<file path="config.mk">
export PLATFORM = sky130hd
export DESIGN_NAME = neighbor_table_update
export DESIGN_NICKNAME = d
export VERILOG_FILES = /design/src/rtl/neighbor_table_update.sv
export SDC_FILE = /design/constraint.sdc
export NUM_CORES = 1
export LEC_CHECK = 0
export ABC_AREA = 1
export ABC_CLOCK_PERIOD_IN_PS = 4200
export CAP_MARGIN = 20
export CORE_MARGIN = 2
export CORE_UTILIZATION = 55
export DETAILED_ROUTE_END_ITERATION = 16
export GPL_TIMING_DRIVEN = 0
export HOLD_SLACK_MARGIN = 0.02
export PLACE_DENSITY = 0.82
export SKIP_LAST_GASP = 1
export SLEW_MARGIN = 20
export SYNTH_ARGS = -nofsm -noshare
export SYNTH_HDL_FRONTEND = slang
export SYNTH_SLANG_ARGS = --single-unit
</file>
<file path="constraint.sdc">
create_clock -name clock -period 4.2 [get_ports clock]
set_clock_uncertainty 0.15 [all_clocks]
set_input_delay 0.84 -clock clock [delete_from_list [all_inputs] [get_ports clock]]
set_output_delay 0.84 -clock clock [all_outputs]
set_load 0.005 [all_outputs]
</file>
<file path="src/rtl/neighbor_table_update.sv">
// neighbor_table_update
//   Merges the sender of a received beacon into the shared data-memory tables:
//   neighbour IDs, parallel cluster IDs, known sinks and the two count words.
//   Talks to a single-port 16-bit memory. Addresses are byte addresses and each
//   word occupies 2 bytes. Read data is valid in the cycle after the address is
//   registered. A write happens on each rising edge where wr_en is 1.
//
// Ports
//   clock, nrst      clock, synchronous active-low reset
//   en               re-arm from HOLD (clears done/table_full/sink_added)
//   start            begin one update (sampled in IDLE only)
//   pkt_src_id       sender node ID
//   pkt_cluster_id   sender cluster ID
//   pkt_is_sink      sender advertises itself as a sink
//   data_in          memory read data
//   address          memory byte address
//   wr_en            memory write strobe
//   data_out         memory write data
//   table_full       an append was refused because a table was at capacity
//   sink_added       a new sink was appended during this update
//   done             update complete, held until re-armed
//   drop_count       (only with NBR_UPDATE_DROP_CNT_EN) saturating count of
//                    updates that set table_full; not cleared by en
//
// Optional feature macro: NBR_UPDATE_DROP_CNT_EN
module neighbor_table_update #(
  parameter int unsigned MAX_NEIGHBORS   = 64,
  parameter int unsigned MAX_SINKS       = 32,
  parameter logic [15:0] NBR_ID_BASE     = 16'h48,
  parameter logic [15:0] CLUSTER_ID_BASE = 16'hC8,
  parameter logic [15:0] SINK_BASE       = 16'h8,
  parameter logic [15:0] SINK_CNT_ADDR   = 16'h688,
  parameter logic [15:0] NBR_CNT_ADDR    = 16'h68A
) (
  input  logic        clock,
  input  logic        nrst,
  input  logic        en,
  input  logic        start,
  input  logic [15:0] pkt_src_id,
  input  logic [15:0] pkt_cluster_id,
  input  logic        pkt_is_sink,
  input  logic [15:0] data_in,
  output logic [15:0] address,
  output logic        wr_en,
  output logic [15:0] data_out,
  output logic        table_full,
  output logic        sink_added,
`ifdef NBR_UPDATE_DROP_CNT_EN
  output logic        done,
  output logic [15:0] drop_count
`else
  output logic        done
`endif
);

  localparam logic [15:0] MAX_NBR_W  = 16'(MAX_NEIGHBORS);
  localparam logic [15:0] MAX_SINK_W = 16'(MAX_SINKS);

  typedef enum logic [3:0] {
    HOLD, IDLE, LD_NCNT, LD_SCNT, N_ID, NEW_NBR, NEW_CID, WR_NCNT,
    SINK_CHK, S_ID, NEW_SINK, WR_SCNT, DONE
  } state_t;

  state_t      state;
  logic [15:0] src, cid;
  logic        is_sink;
  logic [15:0] nc, sc;
  logic [15:0] i, j;

  // Byte offset of a word index; wraps at 16 bits like all address arithmetic.
  function automatic logic [15:0] word_off(input logic [15:0] idx);
    return {idx[14:0], 1'b0};
  endfunction

  function automatic logic [15:0] sat_inc(input logic [15:0] v);
    return (v == 16'hFFFF) ? v : v + 16'd1;
  endfunction

  always_ff @(posedge clock) begin
    if (!nrst) begin
      state      <= HOLD;
      wr_en      <= 1'b0;
      done       <= 1'b0;
      table_full <= 1'b0;
      sink_added <= 1'b0;
      data_out   <= 16'd0;
      address    <= NBR_CNT_ADDR;
      i          <= 16'd0;
      j          <= 16'd0;
`ifdef NBR_UPDATE_DROP_CNT_EN
      drop_count <= 16'd0;
`endif
    end else begin
      case (state)
        HOLD: if (en) begin
          done       <= 1'b0;
          table_full <= 1'b0;
          sink_added <= 1'b0;
          state      <= IDLE;
        end
        IDLE: if (start) begin
          src     <= pkt_src_id;
          cid     <= pkt_cluster_id;
          is_sink <= pkt_is_sink;
          address <= NBR_CNT_ADDR;
          state   <= LD_NCNT;
        end
        LD_NCNT: begin
          nc      <= data_in;
          address <= SINK_CNT_ADDR;
          state   <= LD_SCNT;
        end
        LD_SCNT: begin
          sc <= data_in;
          i  <= 16'd0;
          if (nc == 16'd0) begin
            state <= NEW_NBR;
          end else begin
            address <= NBR_ID_BASE;
            state   <= N_ID;
          end
        end
        // Linear scan, one neighbour entry compared per cycle.
        N_ID: begin
          if (data_in == src) begin
            address  <= CLUSTER_ID_BASE + word_off(i);
            data_out <= cid;
            wr_en    <= 1'b1;
            state    <= SINK_CHK;
          end else begin
            i <= i + 16'd1;
            if (i + 16'd1 == nc) state <= NEW_NBR;
            else address <= NBR_ID_BASE + word_off(i + 16'd1);
          end
        end
        // Count words above capacity are treated as full.
        NEW_NBR: begin
          if (nc >= MAX_NBR_W) begin
            table_full <= 1'b1;
            wr_en      <= 1'b0;
            state      <= SINK_CHK;
          end else begin
            address  <= NBR_ID_BASE + word_off(nc);
            data_out <= src;
            wr_en    <= 1'b1;
            state    <= NEW_CID;
          end
        end
        NEW_CID: begin
          address  <= CLUSTER_ID_BASE + word_off(nc);
          data_out <= cid;
          state    <= WR_NCNT;
        end
        WR_NCNT: begin
          address  <= NBR_CNT_ADDR;
          data_out <= nc + 16'd1;
          state    <= SINK_CHK;
        end
        // The last neighbour-side write (if any) lands on the edge leaving here.
        SINK_CHK: begin
          wr_en <= 1'b0;
          if (!is_sink) begin
            state <= DONE;
          end else if (sc == 16'd0) begin
            state <= NEW_SINK;
          end else begin
            j       <= 16'd0;
            address <= SINK_BASE;
            state   <= S_ID;
          end
        end
        S_ID: begin
          if (data_in == src) begin
            state <= DONE;
          end else begin
            j <= j + 16'd1;
            if (j + 16'd1 == sc) state <= NEW_SINK;
            else address <= SINK_BASE + word_off(j + 16'd1);
          end
        end
        NEW_SINK: begin
          if (sc >= MAX_SINK_W) begin
            table_full <= 1'b1;
            wr_en      <= 1'b0;
            state      <= DONE;
          end else begin
            address  <= SINK_BASE + word_off(sc);
            data_out <= src;
            wr_en    <= 1'b1;
            state    <= WR_SCNT;
          end
        end
        WR_SCNT: begin
          address    <= SINK_CNT_ADDR;
          data_out   <= sc + 16'd1;
          sink_added <= 1'b1;
          state      <= DONE;
        end
        DONE: begin
          wr_en <= 1'b0;
          done  <= 1'b1;
`ifdef NBR_UPDATE_DROP_CNT_EN
          // table_full was cleared at re-arm, so this counts once per update.
          if (table_full) drop_count <= sat_inc(drop_count);
`endif
          state <= HOLD;
        end
        default: state <= HOLD;
      endcase
    end
  end

`ifndef NBR_UPDATE_DROP_CNT_EN
  // Saturating helper only used by the optional drop counter.
  logic [15:0] unused_sat;
  assign unused_sat = sat_inc(16'd0);
`endif

endmodule

</file>
## Word level (Yosys, flattened, before mapping)

Cells that the tools add are included.

| cells by class | value |
|---|---|
| add/subtract/negate cells | 10 |
| $lt $le $gt $ge | 2 |
| equality and inequality tests | 31 |
| mux-type cells | 43 |
| reduce and logical (&&, ||, !) cells | 25 |

Operators with widths:

| cell | count |
|---|---|
| two-way mux 16 bit | 17 |
| case mux 16 bit (10 select lines) | 1 |
| case mux 16 bit (6 select lines) | 1 |
| adder 16 x 1 -> 16 bit, second input constant | 4 |
| case mux 16 bit (2 select lines) | 2 |
| equality test 16 bit | 3 |
| case mux 4 bit (12 select lines) | 1 |
| adder 4 x 16 -> 16 bit, first input constant | 2 |
| adder 7 x 16 -> 16 bit, first input constant | 2 |
| adder 8 x 16 -> 16 bit, first input constant | 2 |
| logical NOT 16 bit | 2 |
| two-way mux 4 bit | 7 |
| inequality test 2 bit, second input constant | 13 |
| equality test 4 bit, second input constant | 5 |
| equality test 4 x 3 -> 1 bit, second input constant | 4 |
| greater-or-equal comparator 16 x 6 -> 1 bit, second input constant | 1 |
| greater-or-equal comparator 16 x 7 -> 1 bit, second input constant | 1 |
| AND reduction 4 bit | 4 |
| AND reduction 2 bit | 6 |
| AND reduction 10 bit | 1 |
| nonzero test 10 bit | 1 |
| inequality test 3 bit, second input constant | 3 |
| equality test 4 x 2 -> 1 bit, second input constant | 2 |
| nonzero test 2 bit | 4 |
| 13 further kinds | 22 |

| word-level totals | value |
|---|---|
| register bits after elaboration | 137 |
| input port bits | 53 |
| output and inout bits | 36 |
| word-level logic and storage cells | 125 |

## Longest topological paths before layout

Gate-level depths: netlist of the first run.

| depth | value |
|---|---|
| word-level depth | 5 |
| mapped depth | 19 |
| gate-level depth less buffers | 19 |

## Worst setup path before layout of the first run

Ideal clock, no wire load.

| path | value |
|---|---|
| path kind | input to register |
| start | input nrst |
| end | register cid[0] (enable) |
| setup time | 423 ps |
| arrival time | 2826 ps |
| data required time | 3627 ps |
| slack | 801 ps |
| cell stages on the path | 4 |
| buffers on the path | 2 |
| cell sequence | clkbuf_1 > clkbuf_1 > nand2_1 > nor2_1 |

| between the ends | value |
|---|---|
| word-level cells in the longest chain between the ends | 1 |

RTL lines:

| item | line | text |
|---|---|---|
| start, declared | 36 | `input logic nrst,` |
| AND reduction 3 bit (no source line) | n/a |  |
| end signal, assigned | 103 | `cid <= pkt_cluster_id;` |
| end, declared | 65 | `logic [15:0] src, cid;` |

No other way between the ends.
A chain may end at the register's enable or synchronous reset.

## Worst setup path after layout of the first run

| path | value |
|---|---|
| start | input data_in[8] |
| end | register address[8] |

| between the ends | value |
|---|---|
| word-level cells in the longest chain between the ends | 3 |
| elaborated cells between the ends (all ways) | 6 |
| those cells by class | eq/ne: 3; mux: 2; reduce/logical: 1 |

RTL lines:

| item | line | text |
|---|---|---|
| start, declared | 42 | `input logic [15:0] data_in,` |
| equality test 16 bit * | 125, 173 |  |
| inequality test 3 bit (no source line) (tied with other cells) | n/a |  |
| AND reduction 10 bit (no source line) / case mux 16 bit (10 select lines) (equally long branches) | n/a |  |
| end signal, assigned | 126 | `address <= CLUSTER_ID_BASE + word_off(i);` |
| end signal, assigned | 133 | `else address <= NBR_ID_BASE + word_off(i + 16'd1);` |
| end signal, assigned | 178 | `else address <= SINK_BASE + word_off(j + 16'd1);` |
| end, declared | 43 | `output logic [15:0] address,` |

Mark *: on every way between the ends. The rest lies on a longest branch, timed or not.

==> results.tsv, run 1 <==
stage	metric	value	unit
cells_and_area	nFillCells	1432	
critical_path	end_kind	flop	
global_routing	grt_max_degree	32	
power_and_ir_drop	max-vdd-ir-drop	0.318	mV
die	start_util	56.7	%
cells_and_area	areaGrowthSynthToFinish	19.1	%
die	fp.coreArea	16000	µm²
clocking	hold_buffers	0	
critical_path	critPathRequiredTime	4.41	ns
yosys	synthDistinctLibCells	61	
cells_and_area	drive_gt1_share	10.1	%
global_routing	grt_overflow	0	
timing	rsz0062_at_grt	false	
route	drtIter0Drc	922	
cells_and_area	nNetsFinal	1457	
global_routing	grt_pass1_vias	8929	
route	vias	9383	
timing	drv_slew	0	
yosys	syn_nets	1350	
cells_and_area	final_cell_mix	nand2_1 (359), inv_1 (135), nand3_1 (124)	
place	gp_congestion	0.987	
yosys	avgSynthCellArea	7.05	µm²
power_and_ir_drop	leakagePower	4.42	nW
yosys	yosys_warnings	0	
clocking	clk_pin_slew	0.06	ns
clocking	worst_skew_pair.late_latency	0.44	ns
run	drv_cap	0	
die	rows	46	
place	place_inst	1592	
timing	slew-limit-headroom	32.7	%
min_path	hold_path_class	reg2reg	
route	wl	29.4	mm
yosys	ys_seq_area_share	37.2	%
place	io_buffers	87	
route	via_per_inst	5.78	
timing	period_needed	3.61	ns
route	wl_per_cell	18.1	µm
place	post-dp-hpwl	23.2	mm
yosys	ys_ff_latch	136	
cells_and_area	final_common_cell	nand2_1	
critical_path	critPathKind	in2reg	
cells_and_area	final_util	67.6	%
yosys	syn_inst	1288	
yosys	synth_ff_type	dfxtp_1	
cells_and_area	n_antenna_cell	0	
timing	tightest_slew	1.01	ns
clocking	cts_tree	done	
timing	hold_violations	0	
die	fp.dieW	132	µm
yosys	async_reset_ff_share	0	%
critical_path	crit_path_max_fanout	10	
clocking	h-tree-depth	4	
clocking	clock-sinks	136	
die	fp.dieH	132	µm
clocking	post_cts_buffers	0	
clocking	cts_inserted_buffers	17	
route	drtAntennaViolNets	0	
route	drc	0	
die	boundaryPins	89	
global_routing	grt_pass1_wl	46.7	mm
global_routing	grt.total_usage	34.0	%
timing	timing.fmax	277	MHz
yosys	synth_edf_count	65	
status	outcome	finished clean	
global_routing	antenna_found_initial	0	
cells_and_area	fin_cells	1624	
power_and_ir_drop	p_per_area	403	nW/µm²
yosys	synthesis.area	9080	µm²
clocking	cts-root-buf	clkbuf_16	
clocking	clock_path_buffers	2	
clocking	cts_resized	0	
critical_path	critPathArrivalTime	3.82	ns
timing	post-route-period-util	85.9	%
timing	setup_violations	0	
die	design.die.area	17500	µm²
route	drt_first_pass_iters	8	
critical_path	startpoint_type	input port	
## worst max-delay path, cell delays in order
cell and delay (ns):
clkdlybuf4s50_1 0.51, xnor2_1 0.25, nand4_1 0.13, nor2_1 0.38, nand2_1 0.35, nand2_1 0.19
buf_2 0.27, inv_2 0.15, nand4_4 0.16, nand2_1 0.08, nor2_2 0.15, buf_6 0.18
nand2_2 0.06, a21oi_2 0.12
## power breakdown
part	switching (mW)	internal [mW]	total, mW
Sequential	0.132	1.54	1.67
Clock	0.675	0.781	1.46
Combinational	0.770	0.456	1.23
Total	1.58	2.78	4.35
## stage by stage
stage	setup WS [ns]	hold slack, ns	instance area, µm²	total power, mW	setup TNS (ns)
CTS	0.674	0.318	10800	4.33	0
global placement	-0.855	0.304	10200	2.86	-28.11
floorplan	0.801	0.304	9080	2.47	0
finish	0.592	0.316	10800	4.35	0
detailed placement	0.253	0.305	10300	2.89	0
global route	0.412	0.330	10800	4.54	0
## layout make-up
| type | instances | area (µm²) | area share (%) |
|---|---|---|---|
| clock buffers | 17 | 425 | 3.94 |
| inverters | 146 | 548 | 5.07 |
| repair buffers | 88 | 891 | 8.24 |
| well taps | 216 | 270 | 2.50 |
| plain buffers | 34 | 193 | 1.78 |
| flip-flops and latches | 136 | 3370 | 31.2 |
| multi-input cells | 972 | 4980 | 46.0 |
| clock inverters | 15 | 134 | 1.24 |
## cell usage after synthesis (16+ instances only)
cell	number	area share (%)
a211oi_1	19	1.6
a21oi_1	68	3.7
dfxtp_1	71	16
edfxtp_1	65	22
inv_1	135	5.6
nand2_1	359	15
nand2_2	21	1.4
nand3_1	124	6.8
nand4_1	38	2.6
nor2_1	112	4.6
nor2_2	16	1.1
o21ai_0	56	3.1
xnor2_1	16	1.5
## per-layer routing
metal	GRT usage, %	share of wire [%]	up-vias
met3	5.94	7.6	93
li1	-	-	4543
met5	0	0	-
met2	56.9	47	431
met1	42.2	40	4316
met4	17.5	5.2	0
## cells by family (layout without fill, tap and decap cells)
logic type | count (synthesis) | after routing | synth area share (%)
simple gates | 721 | 721 | 36.7
compound gates | 211 | 211 | 13.8
buf+inv | 180 | 300 | 8.16
flops | 136 | 136 | 37.2
xor+xnor | 30 | 30 | 2.98
fa+ha+maj | 9 | 9 | 1.24
other cells | 1 | 1 | 0.0413
## state kept, by name (all words and copies together) (netlist names), 4 cells and up
name and flops:
address 15, cid 16, data_out 16, i 16, j 16, nc 16
sc 16, src 16, state 4
## worst paths after layout
kind | cells after the start | endpoint | start | slack, ns
worst max-delay path | 14 | address[8] | data_in[8] | 0.59
worst min-delay path | 2 | done | done | 0.32
worst max register to register | 12 | data_out[8] | sc[15] | 1.06
worst min register to register | 2 | done | done | 0.32
(Power assumes the default switching activity.)
==> inputs of run 2 (changes only) <==
- ABC_CLOCK_PERIOD_IN_PS: 4200 -> unset
==> results of run 2 <==
No change in the layout: final DEF, timing and power equal those of run 1.
